File: src/rtl/eda_img_frame_ctrl.sv
// Frame controller: loads one raster frame into the image RAM, then sweeps
// every center address in raster order toward the window consumer.

`ifndef CFG_M
`define CFG_M 3
`endif
`ifndef CFG_N
`define CFG_N 5
`endif
`ifndef CFG_PIXEL_WIDTH
`define CFG_PIXEL_WIDTH 8
`endif
`ifndef CFG_I_WIDTH
`define CFG_I_WIDTH 2
`endif
`ifndef CFG_J_WIDTH
`define CFG_J_WIDTH 3
`endif
`ifndef CFG_ADDR_WIDTH
`define CFG_ADDR_WIDTH 5
`endif

module eda_img_frame_ctrl #(
  parameter int M           = `CFG_M,
  parameter int N           = `CFG_N,
  parameter int PIXEL_WIDTH = `CFG_PIXEL_WIDTH,
  parameter int ADDR_WIDTH  = `CFG_ADDR_WIDTH,
  parameter int I_WIDTH     = `CFG_I_WIDTH,
  parameter int J_WIDTH     = `CFG_J_WIDTH
) (
  input  logic                   clk,
  input  logic                   reset_n,
  input  logic                   start,
  input  logic                   pixel_valid,
  input  logic [PIXEL_WIDTH-1:0] pixel_in,
  output logic                   pixel_ready,
  output logic                   write_en,
  output logic [ADDR_WIDTH-1:0]  wr_addr,
  output logic [PIXEL_WIDTH-1:0] pixel_out,
  output logic [ADDR_WIDTH-1:0]  center_addr,
  output logic                   center_valid,
  input  logic                   center_ready,
  output logic                   busy,
  output logic                   frame_done
);

  typedef enum logic [2:0] {
    S_IDLE  = 3'd0,
    S_LOAD  = 3'd1,
    S_FLUSH = 3'd2,
    S_SCAN  = 3'd3,
    S_DONE  = 3'd4
  } state_t;

  localparam logic [I_WIDTH-1:0] I_LAST = I_WIDTH'(M - 1);
  localparam logic [J_WIDTH-1:0] J_LAST = J_WIDTH'(N - 1);

  state_t                 state_q, state_d;
  logic [I_WIDTH-1:0]     wi_q, wi_d, ci_q, ci_d;
  logic [J_WIDTH-1:0]     wj_q, wj_d, cj_q, cj_d;
  logic                   pixel_ready_q, center_valid_q, busy_q, frame_done_q;
  logic                   write_en_q;
  logic [ADDR_WIDTH-1:0]  wr_addr_q;
  logic [PIXEL_WIDTH-1:0] pixel_out_q;
  logic                   pix_hs_s, ctr_hs_s;

  // handshakes qualify on the registered ready/valid, so they never depend combinationally on each other
  assign pix_hs_s = pixel_ready_q & pixel_valid;
  assign ctr_hs_s = center_valid_q & center_ready;

  // next-state and raster counter advance
  always_comb begin
    state_d = state_q;
    wi_d    = wi_q;
    wj_d    = wj_q;
    ci_d    = ci_q;
    cj_d    = cj_q;
    case (state_q)
      S_IDLE: begin
        if (start) begin
          state_d = S_LOAD;
          wi_d    = {I_WIDTH{1'b0}};
          wj_d    = {J_WIDTH{1'b0}};
        end else begin
          state_d = S_IDLE;
        end
      end
      S_LOAD: begin
        if (pix_hs_s) begin
          if (wj_q == J_LAST) begin
            wj_d = {J_WIDTH{1'b0}};
            if (wi_q == I_LAST) begin
              wi_d    = {I_WIDTH{1'b0}};
              state_d = S_FLUSH;
            end else begin
              wi_d = wi_q + I_WIDTH'(1);
            end
          end else begin
            wj_d = wj_q + J_WIDTH'(1);
          end
        end else begin
          state_d = S_LOAD;
        end
      end
      S_FLUSH: begin
        ci_d    = {I_WIDTH{1'b0}};
        cj_d    = {J_WIDTH{1'b0}};
        state_d = S_SCAN;
      end
      S_SCAN: begin
        if (ctr_hs_s) begin
          if (cj_q == J_LAST) begin
            cj_d = {J_WIDTH{1'b0}};
            if (ci_q == I_LAST) begin
              ci_d    = {I_WIDTH{1'b0}};
              state_d = S_DONE;
            end else begin
              ci_d = ci_q + I_WIDTH'(1);
            end
          end else begin
            cj_d = cj_q + J_WIDTH'(1);
          end
        end else begin
          state_d = S_SCAN;
        end
      end
      S_DONE: begin
        state_d = S_IDLE;
      end
      default: begin
        state_d = S_IDLE;
      end
    endcase
  end

  // state, counters and registered outputs; status flags are decoded from the next state
  always_ff @(posedge clk) begin
    if (!reset_n) begin
      state_q        <= S_IDLE;
      wi_q           <= {I_WIDTH{1'b0}};
      wj_q           <= {J_WIDTH{1'b0}};
      ci_q           <= {I_WIDTH{1'b0}};
      cj_q           <= {J_WIDTH{1'b0}};
      pixel_ready_q  <= 1'b0;
      center_valid_q <= 1'b0;
      busy_q         <= 1'b0;
      frame_done_q   <= 1'b0;
      write_en_q     <= 1'b0;
      wr_addr_q      <= {ADDR_WIDTH{1'b0}};
      pixel_out_q    <= {PIXEL_WIDTH{1'b0}};
    end else begin
      state_q        <= state_d;
      wi_q           <= wi_d;
      wj_q           <= wj_d;
      ci_q           <= ci_d;
      cj_q           <= cj_d;
      pixel_ready_q  <= (state_d == S_LOAD);
      center_valid_q <= (state_d == S_SCAN);
      busy_q         <= (state_d != S_IDLE);
      frame_done_q   <= (state_d == S_DONE);
      write_en_q     <= pix_hs_s;
      if (pix_hs_s) begin
        wr_addr_q   <= ADDR_WIDTH'({wi_q, wj_q});
        pixel_out_q <= pixel_in;
      end else begin
        wr_addr_q   <= wr_addr_q;
        pixel_out_q <= pixel_out_q;
      end
    end
  end

  assign pixel_ready  = pixel_ready_q;
  assign center_valid = center_valid_q;
  assign busy         = busy_q;
  assign frame_done   = frame_done_q;
  assign write_en     = write_en_q;
  assign wr_addr      = wr_addr_q;
  assign pixel_out    = pixel_out_q;
  assign center_addr  = ADDR_WIDTH'({ci_q, cj_q});

endmodule

File: config.mk
export PLATFORM = sky130hd
export DESIGN_NAME = eda_img_frame_ctrl
export DESIGN_NICKNAME = d
export VERILOG_FILES = /design/src/rtl/eda_img_frame_ctrl.sv
export SDC_FILE = /design/constraint.sdc
export NUM_CORES = 1
export LEC_CHECK = 0
export ABC_AREA = 1
export CAP_MARGIN = 5
export CORE_ASPECT_RATIO = 0.6
export CORE_MARGIN = 3
export CORE_UTILIZATION = 40
export CTS_CLUSTER_DIAMETER = 200
export CTS_CLUSTER_SIZE = 8
export DETAILED_ROUTE_END_ITERATION = 7
export PLACE_DENSITY_LB_ADDON = 0.1
export SKIP_LAST_GASP = 1
export SLEW_MARGIN = 10
export SYNTH_ARGS = -nofsm -noshare
export SYNTH_HDL_FRONTEND = slang
export SYNTH_SLANG_ARGS = --single-unit
File: constraint.sdc
create_clock -name clk -period 1.91 [get_ports clk]
set_clock_uncertainty 0.15 [all_clocks]
set_input_delay 0.2865 -clock clk [delete_from_list [all_inputs] [get_ports clk]]
set_output_delay 0.2865 -clock clk [all_outputs]
set_load 0.005 [all_outputs]
After elaboration in Yosys (flattened, before gate mapping)
Cells that the tools add are included.
{ "totals": {"reg_bits": 31, "input_bits": 13, "out_inout_bits": 23} }
{ "op_classes": {"n_addsub": 4, "n_eq_ne": 15, "mux": 24, "bitwise_logic": 2, "reduce_logical": 8} }
{ "ops": {"columns": ["cell", "count"], "rows": [
  ["3-bit 2-to-1 mux", 11],
  ["2-bit 2-to-1 mux", 7],
  ["3-bit one-hot mux with 2 select lines", 2],
  ["3-bit one-hot mux with 4 select lines", 1],
  ["2-bit != test, second input constant", 5],
  ["3-bit by 2-bit equality test with 1-bit output, second input constant", 3],
  ["3-bit equality test, second input constant", 3],
  ["2-bit one-hot mux with 2 select lines", 2],
  ["3-bit by 1-bit adder with 3-bit output, second input constant", 2],
  ["3-bit by 1-bit equality test with 1-bit output, second input constant", 2],
  ["3-bit AND reduction", 2],
  ["2-bit by 1-bit adder with 2-bit output, second input constant", 2],
  ["2-bit equality test, second input constant", 2],
  ["4-bit AND reduction", 1],
  ["2-bit nonzero test", 2],
  ["3-bit zero test", 1],
  ["3-bit nonzero test", 1],
  ["1-bit bitwise AND", 2],
  ["2-bit AND reduction", 1],
  ["1-bit 2-to-1 mux", 1]
]} }

Depth between registers and ports, before layout
Gate-level depths: netlist (run 1).
{ "depth": {"word_depth": 6, "ltp_mapped": 9, "ltp_nobuf": 9} }

Worst setup path before layout (run 1)
No wires, ideal clock.
{ "synth_timing": {"path_kind": "register to register", "startpoint": "register cj_q[0]", "endpoint": "register busy_q, in the netlist busy", "setup_time_ns": 0.116, "arrival_ns": 1.158, "path_slack_ns": 0.487, "stages_incl_launch_ff": 10, "period_less_slack_ns": 1.423, "path_cell_list": "dfxtp_1 -> inv_1 -> ha_1 -> nand2_1 -> nor2_1 -> nor2_1 -> nor2_1 -> nand3_1 -> nand2_1 -> nand2_1"} }
{ "synth_via": {"elab_chain_cells": 5} }
{ "synth_lines": {"columns": ["item", "line", "text"], "rows": [
  ["start, declared", "60", "logic [J_WIDTH-1:0] wj_q, wj_d, cj_q, cj_d;"],
  ["start signal, assigned", "143", "cj_q <= {J_WIDTH{1'b0}};"],
  ["start signal, assigned", "156", "cj_q <= cj_d;"],
  ["3-bit equality test", "112", "if (cj_q == J_LAST) begin"],
  ["3-bit 2-to-1 mux", "112", null],
  ["3-bit 2-to-1 mux", "111", "if (ctr_hs_s) begin"],
  ["3-bit one-hot mux with 4 select lines", "78", "case (state_q)"],
  ["3-bit nonzero test", "159", "busy_q <= (state_d != S_IDLE);"],
  ["end signal, assigned", "159", null],
  ["end, declared", "61", "logic pixel_ready_q, center_valid_q, busy_q, frame_done_q;"]
]} }
No other way between the ends.
A chain may end at the register's enable or synchronous reset.

Final worst setup path (run 1)
{ "layout_timing": {"startpoint": "register ci_q[1]", "endpoint": "output center_addr[4]"} }
{ "layout_rtl": {"columns": ["item", "line", "text"], "rows": [
  ["start, declared", "59", "logic [I_WIDTH-1:0] wi_q, wi_d, ci_q, ci_d;"],
  ["start signal, assigned", "142", "ci_q <= {I_WIDTH{1'b0}};"],
  ["start signal, assigned", "155", "ci_q <= ci_d;"],
  ["end, declared", "40", "output logic [ADDR_WIDTH-1:0] center_addr,"]
]} }
No word-level cell between the ends.

==> run metrics, run 1 <==
status=complete, no violations; CTS-repair resized insts=0; FP Rows=15; crit path DAT=roughly 1.2 ns; H-tree depth=2; Pwr per Cell Area=around 850 nW/um^2; Cell variety after synth=18; Logic pwr share=a little under an eighth; CP Buf/Inv Count=1; fmax=between 0.5 and 0.6 GHz; Placeable Area=2947 um^2; max cap viols=0; Internal Power=approximately 1.2 mW; HP Class=reg -> reg; sequential fraction of design power=between 40% and 50%; Switch Pwr=0.3412 mW; root cell of the clock tree=clkbuf_8; Required @ worst endpoint=1.47 ns; Sinks on Clock Net=31; Hold Fails Final Rpt=0; Via density=around 4.8; total CTS buffers=5; Final Cycle Share=87.26%; CTS Hold Bufs=0; syn avg cell area=7.455 um^2; routed vias=between 1000 and 1500; DRC=0; peak supply drop=~400 uV; die area=3882 um^2; io pins=36; final setup fails=0; ant diodes=0; placed wire-length estimate=2404 um; WL per Instance=approximately 13 um; Post-CTS Setup Inserts=0; Die H=49.48 um; critical path's slowest cell=clkdlybuf4s50_1; CTS tree=built; Post-Syn Area=between 1000 and 1500 um^2; CP max FO=5; RSZ-0062 raised after global routing=false; initial core utilization=42.76%; largest net degree at the start of global routing=17; gpl congestion=0.8051; Worst Tran Pin Value=about 0.30 ns; Setup WS pre-CTS=0.2294 ns; delay-heaviest family, CP=buffers and inverters; clock-pin slew on the worst setup and hold paths=0.06 ns; Skew-Pair Late Insertion Delay=0.29 ns; Slew headroom=about 80%; min Tclk post-route=1.667 ns; register bit total from synthesis=31; antenna viol nets, final=0; Clk pwr share=43.5%; Post-Synthesis Cells=169; Post-Synthesis Net Count=186; first-pass GRT wire length=5140 um; Max stage delay on crit path=approximately 0.53 ns; Slew Limit Fails=0; Leakage=about 0.75 nW; Net Sw Frac=22.24%; final setup margin=0.2433 ns; reg2reg setup slack=0.37 ns; TNS Setup=0 ns; Ys Warns=0; Buffers on Ports=35; Routed WL=3226 um; drt pass-1 iters=4; most frequent cells in the layout=nor2_1 (35), clkdlybuf4s50_1 (35), dfxtp_1 (31); clk buf depth=2; Area growth syn-to-layout=43.60%; CP Cell Sequence=clkdlybuf4s50_1; CP endpoint kind=output port; WS Path Type=reg -> out; kind of start point of the critical path=flip-flop; vias in the first global route=1086; total grt overflow=0; drt initial violations=79; initial antenna violation count=0; die width=roughly 78 um; Seq/Total Area, Yosys=49.26%; layout cell share with drive strength beyond 1=roughly 7.9%; total track usage=between 15 and 20%; Nets=231
## synthesized netlist by cell type (all sizes together)
cell type  number  area, um^2
nand3          11       55.05
dfxtp          31       620.6
clkinv          1       3.750
o21ai          20       107.6
nor3            3       15.01
inv            16       60.06
nand4           1       6.260
buf             3       20.01
nor2           35       131.4
xnor2           1       8.760
a21oi          16       80.08
ha              4       50.05
clkbuf          1       3.750
nand2          26       97.59
## layer usage
layer | global-route usage, % | wire length (um) | vias up
met5 | 0 | 0 | -
met4 | 8.721 | 72 | 0
met3 | 7.847 | 192 | 6
met2 | 26.28 | 1373 | 42
li1 | - | - | 639
met1 | 22.52 | 1587 | 537
## kinds of logic (layout without fill, tap and decap cells)
family | Yosys count | after routing | synth area share, %
simple gates | 76 | 76 | 24.23
compound gates | 36 | 36 | 14.90
flops | 31 | 31 | 49.26
fa+ha+maj | 4 | 4 | 3.972
xor+xnor | 1 | 1 | 0.6953
buf+inv | 21 | 67 | 6.950
## power by group through the flow
stage / sequential (mW) / combinational (mW) / clock (mW)
after global placement: 0.706 / 0.170 / 0
after floorplan: 0.709 / 0.0761 / 0
after CTS: 0.694 / 0.176 / 0.689
final: 0.694 / 0.174 / 0.667
after global routing: 0.698 / 0.194 / 0.724
after detailed placement: 0.708 / 0.174 / 0
## worst paths after layout
| check | startpoint | cells past startpoint | end |
|---|---|---|---|
| worst max register to register | cj_q[0] | 8 | state_q[0] |
| worst min register to register | pixel_out[5] | 2 | pixel_out[5] |
| worst min-delay path | pixel_out[5] | 2 | pixel_out[5] |
| worst max-delay path | ci_q[1] | 1 | center_addr[4] |
## flip-flops by register name, summed over array words and instances (netlist names), 2 cells and up
register	count
pixel_out	8
state_q	3
wi_q	2
ci_q	2
wj_q	3
wr_addr	5
cj_q	3
## stage by stage
step           std cells  utilization, %  power [mW]  hold WS, ns  instance area [um^2]
2_1_floorplan        169               -      0.7847       0.3021                  1260
3_3_place_gp         249           57.41      0.8766       0.3135                  1692
3_5_place_dp         249           57.41      0.8817       0.3279                  1692
4_1_cts              257           61.40       1.558       0.3380                  1809
5_1_grt              257           61.40       1.616       0.3670                  1809
6_report             257           61.40       1.534       0.3337                  1809
## layout make-up
type | instances | area (um^2)
sequential | 31 | 620.6
tap | 42 | 52.55
clock buffer | 6 | 82.58
fill | 276 | 1137
multi-input combinational | 117 | 551.8
clock inverter | 2 | 35.03
inverter | 17 | 63.81
timing repair buffer | 42 | 402.9
Power figures use the tool's default switching activity.
==> inputs of run 2 (changes only) <==
Settings changed: CTS_CLUSTER_SIZE 8 to 20, SKIP_CTS_REPAIR_TIMING set to 1.
Clock period 1.91 ns to 1.5 ns, I/O delays scaled along.
==> run metrics, run 2 (synthesized netlist as in run 1, its figures left out) <==
status=finished with violations; failing checks=negative setup slack; Logic pwr share=13.4% (+2.1 points); max reg flops=8 (unchanged); initial antenna violation count=0 (unchanged); worst r2r path cells=9 (+1); Internal Power=1.314 mW (+10%); clock-pin slew on the worst setup and hold paths=0.06 ns (about the same); DP Cell Count=256 (+2.8%); min Tclk post-route=1.517 ns; WS Path Type=reg -> out; CP max FO=5 (unchanged); final setup margin=-0.01743 ns (-0.2607 ns); sequential fraction of design power=51.4% (+6.2 points); most frequent cells in the layout=nor2_1 (34), nand2_1 (25), dfxtp_1 (21); Slew headroom=82.13% (+1.9 points); routed vias=1232 (+0.65%); Fillers=267 (-3.3%); Clk pwr share=35.2% (-8.3 points); Via density=4.649 (-2.4%); die area=3882 um^2 (unchanged); CP Buf/Inv Count=1 (unchanged); ant diodes=0 (unchanged); root cell of the clock tree=clkbuf_8; Pwr per Cell Area=897.7 nW/um^2 (+5.9%); H-tree depth=2 (unchanged); clk buf depth=2 (unchanged); total track usage=16.76% (-1.2 points); largest net degree at the start of global routing=17 (unchanged); vias in the first global route=1128 (+3.9%); Buffers on Ports=35 (unchanged); RSZ-0062 raised after global routing=true; first-pass GRT wire length=5043 um (-1.9%); initial core utilization=42.76% (unchanged); Net Sw Frac=23.90% (+1.7 points); total grt overflow=0 (unchanged); final setup fails=1 (+1); Nets=239 (+3.5%); fmax=~0.66 GHz; max cap viols=0 (unchanged); antenna viol nets, final=0 (unchanged); non-filler cells, final=265 (+3.1%); delay-heaviest family, CP=buffers and inverters; CTS tree=built; Skew-Pair Late Insertion Delay=0.27 ns (-0.02 ns); Switch Pwr=0.4126 mW (+21%); die width=78.46 um (unchanged); Slew Limit Fails=0 (unchanged); Final Util=65.27% (+3.9 points); CP Cell Sequence=clkdlybuf4s50_1; Final Cycle Share=101.2%; DRC=0 (unchanged); io pins=36 (unchanged); WL per Instance=11.92 um (-5.1%); FP Rows=15 (unchanged); stages on the worst setup path=1 (unchanged); kind of start point of the critical path=flip-flop; Hold Fails Final Rpt=0 (unchanged); Leakage=1.073 nW (+42%); drt initial violations=89 (+13%); Sinks on Clock Net=31 (unchanged); Routed WL=3158 um (-2.1%); layout cell share with drive strength beyond 1=18.83% (+11 points); TNS Setup=-0.01743 ns (-0.01743 ns); Area growth syn-to-layout=52.63%; HP Class=reg -> reg; Die H=49.48 um (unchanged); drt pass-1 iters=4 (unchanged); Required @ worst endpoint=1.12 ns (-0.35 ns); CP endpoint kind=output port; Worst Tran Pin Value=0.2664 ns (-0.02876 ns); peak supply drop=438.7 uV (+11%); total CTS buffers=5 (unchanged); gpl congestion=0.8095 (+0.55%); Placeable Area=2947 um^2 (unchanged); Max stage delay on crit path=0.51 ns (-0.02 ns); crit path DAT=1.14 ns (-0.09 ns); placed wire-length estimate=2313 um (-3.8%); most common cell after layout, fill and taps aside=nor2_1; critical path's slowest cell=clkdlybuf4s50_1; hold depth=2 (unchanged)
-- run 2: changes by cell type in the layout (fill, tap and decap cells not counted), sizes merged --
cell and change:
buf +8, dlymetal6s2s +17, bufinv -1, clkdlybuf4s50 -17, clkbuf +1
-- run 2: power by group through the flow --
stage	Combinational (mW)	Sequential [mW]	Clock (mW)
after detailed placement	0.229	0.902	0
after floorplan	0.0970	0.902	0
after global placement	0.226	0.900	0
after global routing	0.260	0.890	0.674
final	0.232	0.887	0.607
after CTS	0.232	0.884	0.627
-- run 2: worst paths after layout --
kind              slack [ns]  startpoint             end
setup / recovery       -0.02     ci_q[1]  center_addr[4]
setup reg to reg        0.02     wj_q[1]            busy
hold / removal          0.32  wr_addr[2]      wr_addr[2]
hold reg to reg         0.32  wr_addr[2]      wr_addr[2]
-- run 2: metal layers --
layer / up-vias / track usage, % / wire length [um]
li1: 651 / - / -
met1: 544 / 21.98 / 1547
met2: 35 / 25.28 / 1380
met3: 2 / 7.299 / 209
met4: 0 / 4.360 / 22
met5: - / 0 / 0
-- run 2: stage by stage --
stage	area [um^2]	setup WS [ns]	power, mW	hold WS, ns
finish	1923	-0.01743	1.726	0.3233
global route	1923	-0.07525	1.824	0.3462
detailed placement	1744	-0.1772	1.131	0.3267
global placement	1744	-0.1408	1.126	0.3108
CTS	1826	-0.1016	1.742	0.3376
floorplan	1260	0.07682	0.9992	0.2406
-- run 2: final cells by class --
cell class / instances / area, um^2 / area share [%]
Multi-Input combinational cell: 117 / 586.8 / 30.51
Clock buffer: 7 / 76.32 / 3.969
Timing Repair Buffer: 50 / 505.5 / 26.29
Tap cell: 42 / 52.55 / 2.733
Sequential cell: 31 / 633.1 / 32.92
Clock inverter: 1 / 5.005 / 0.2602
Inverter: 17 / 63.81 / 3.318
==> inputs of run 3 (changes only) <==
Settings changed: CELL_PAD_IN_SITES_DETAIL_PLACEMENT set to 1, CELL_PAD_IN_SITES_GLOBAL_PLACEMENT set to 2, CORE_UTILIZATION 40 to 23.
==> run metrics, run 3 (synthesized netlist as in run 1, its figures left out) <==
status=complete, no violations; peak supply drop=326.3 uV (-26%); RSZ-0062 raised after global routing=true; drt pass-1 iters=4 (unchanged); vias in the first global route=1306 (+16%); initial core utilization=24.32% (-18 points); H-tree depth=2 (unchanged); Required @ worst endpoint=1.55 ns (+0.43 ns); initial antenna violation count=0 (unchanged); Worst Tran Pin Value=0.3156 ns (+0.04924 ns); clock-pin slew on the worst setup and hold paths=0.07 ns (about the same); CP Buf/Inv Count=0 (-1); final setup fails=0 (-1); fmax=0.6689 GHz (+1.5%); total CTS buffers=5 (unchanged); hold_sp=pixel_out[6]; WHS=0.3323 ns (+0.009052 ns); Sinks on Clock Net=31 (unchanged); Buffers on Ports=35 (unchanged); Slew Limit Fails=0 (unchanged); Setup WS pre-CTS=-0.1695 ns (+0.007667 ns); most frequent cells in the layout=nor2_1 (33), nand2_1 (25), dfxtp_1 (25); Leakage=1.175 nW (+9.4%); first-pass GRT wire length=6458 um (+28%); most common cell after layout, fill and taps aside=nor2_1; FP Rows=20 (+5); Nets=244 (+2.1%); register area=633.1 um^2 (unchanged); Routed WL=4028 um (+28%); Slew headroom=78.83% (-3.3 points); total grt overflow=0 (unchanged); Fillers=633 (+140%); antenna viol nets, final=0 (unchanged); crit path DAT=1.54 ns (+0.40 ns); largest net degree at the start of global routing=17 (unchanged); area of the multi-input gates=578.1 um^2 (-1.5%); HP Class=reg -> reg; total track usage=13.08% (-3.7 points); Worst Setup SP=state_q[0]; Final Util=38.89% (-26 points); placed wire-length estimate=2965 um (+28%); delay-heaviest family, CP=compound AO/OA/AOI/OAI gates; routed vias=1280 (+3.9%); clk buf depth=2 (unchanged); kind of start point of the critical path=flip-flop; die area=6431 um^2 (+66%); Placeable Area=5180 um^2 (+76%); WL per Instance=13.70 um (+15%); die width=101.6 um (+29%); CP max FO=6 (+1); critical path's slowest cell=dfxtp_1; CTS tree=built; Die H=63.33 um (+28%); max cap viols=0 (unchanged); min Tclk post-route=1.495 ns (-0.02239 ns); CP Cell Sequence=nand3_1 -> o21ai_2 -> o21ai_0 -> a21oi_1; root cell of the clock tree=clkbuf_8; Area growth syn-to-layout=59.88%; gpl congestion=0.7120 (-12%); Pwr per Cell Area=912.9 nW/um^2 (+1.7%); Via density=4.354 (-6.4%); drt initial violations=36 (-60%); TNS Setup=0 ns (+0.01743 ns); ant diodes=0 (unchanged); Crit Reg-Reg Startpoint=state_q[0]; CP endpoint kind=flip-flop; layout cell share with drive strength beyond 1=19.30% (+0.46 points); DRC=0 (unchanged); Skew-Pair Late Insertion Delay=0.28 ns (about the same); max reg flops=8 (unchanged); io pins=36 (unchanged); Hold Fails Final Rpt=0 (unchanged); WS Path Type=reg -> reg; final setup margin=0.004959 ns (+0.02239 ns); Max stage delay on crit path=0.40 ns (-0.11 ns); Final Cycle Share=99.67% (-1.5 points)
## run 3: cell types whose count changed in the layout (fill, tap and decap cells not counted), moves of 2 or more
cell,before,now
dfxtp_2,10,4
buf_4,15,19
clkdlybuf4s50_1,18,14
dfxtp_4,0,2
clkbuf_8,5,7
dlymetal6s2s_1,17,21
dfxtp_1,21,25
## run 3: report_power, final
part | leakage (nW) | internal (mW) | switching [mW]
Sequential | 0.256 | 0.858 | 0.0214
Clock | 0.0515 | 0.418 | 0.302
Combinational | 0.867 | 0.125 | 0.114
## run 3: worst reg2reg max path, stage by stage, from the launching register on
cell     delay [ns]
dfxtp_1        0.40
nand3_1        0.24
o21ai_2        0.33
o21ai_0        0.15
a21oi_1        0.15
## run 3: path summary, 6_finish.rpt
kind              slack (ns)      endpoint  cells after the start
setup / recovery       0.005       cj_q[0]                      4
hold / removal          0.33  pixel_out[6]                      2
setup reg to reg       0.005       cj_q[0]                      4
hold reg to reg         0.33  pixel_out[6]                      2
## run 3: routing by layer
metal	global-route usage (%)	share of wire (%)	vias up	wire, um
li1	-	-	663	-
met1	17.99	51	587	2054
met2	19.14	43	25	1733
met3	3.872	4.6	5	187
met4	4.975	1.3	0	53
met5	0	0	-	0
## run 3: per-stage QoR
step	cells	power, mW	area, um^2
3_5_place_dp	284	1.149	1804
4_1_cts	292	1.883	1904
6_report	294	1.839	2014
2_1_floorplan	169	0.9992	1260
5_1_grt	294	1.950	2014
3_3_place_gp	284	1.140	1804
## run 3: layout make-up
cell class                 instances  share of cell area (%)
sequential                        31                   31.43
multi-input combinational        117                   28.70
timing repair buffer              55                   27.64
clock buffer                       8                   4.969
tap                               66                   4.099
inverter                          17                   3.168
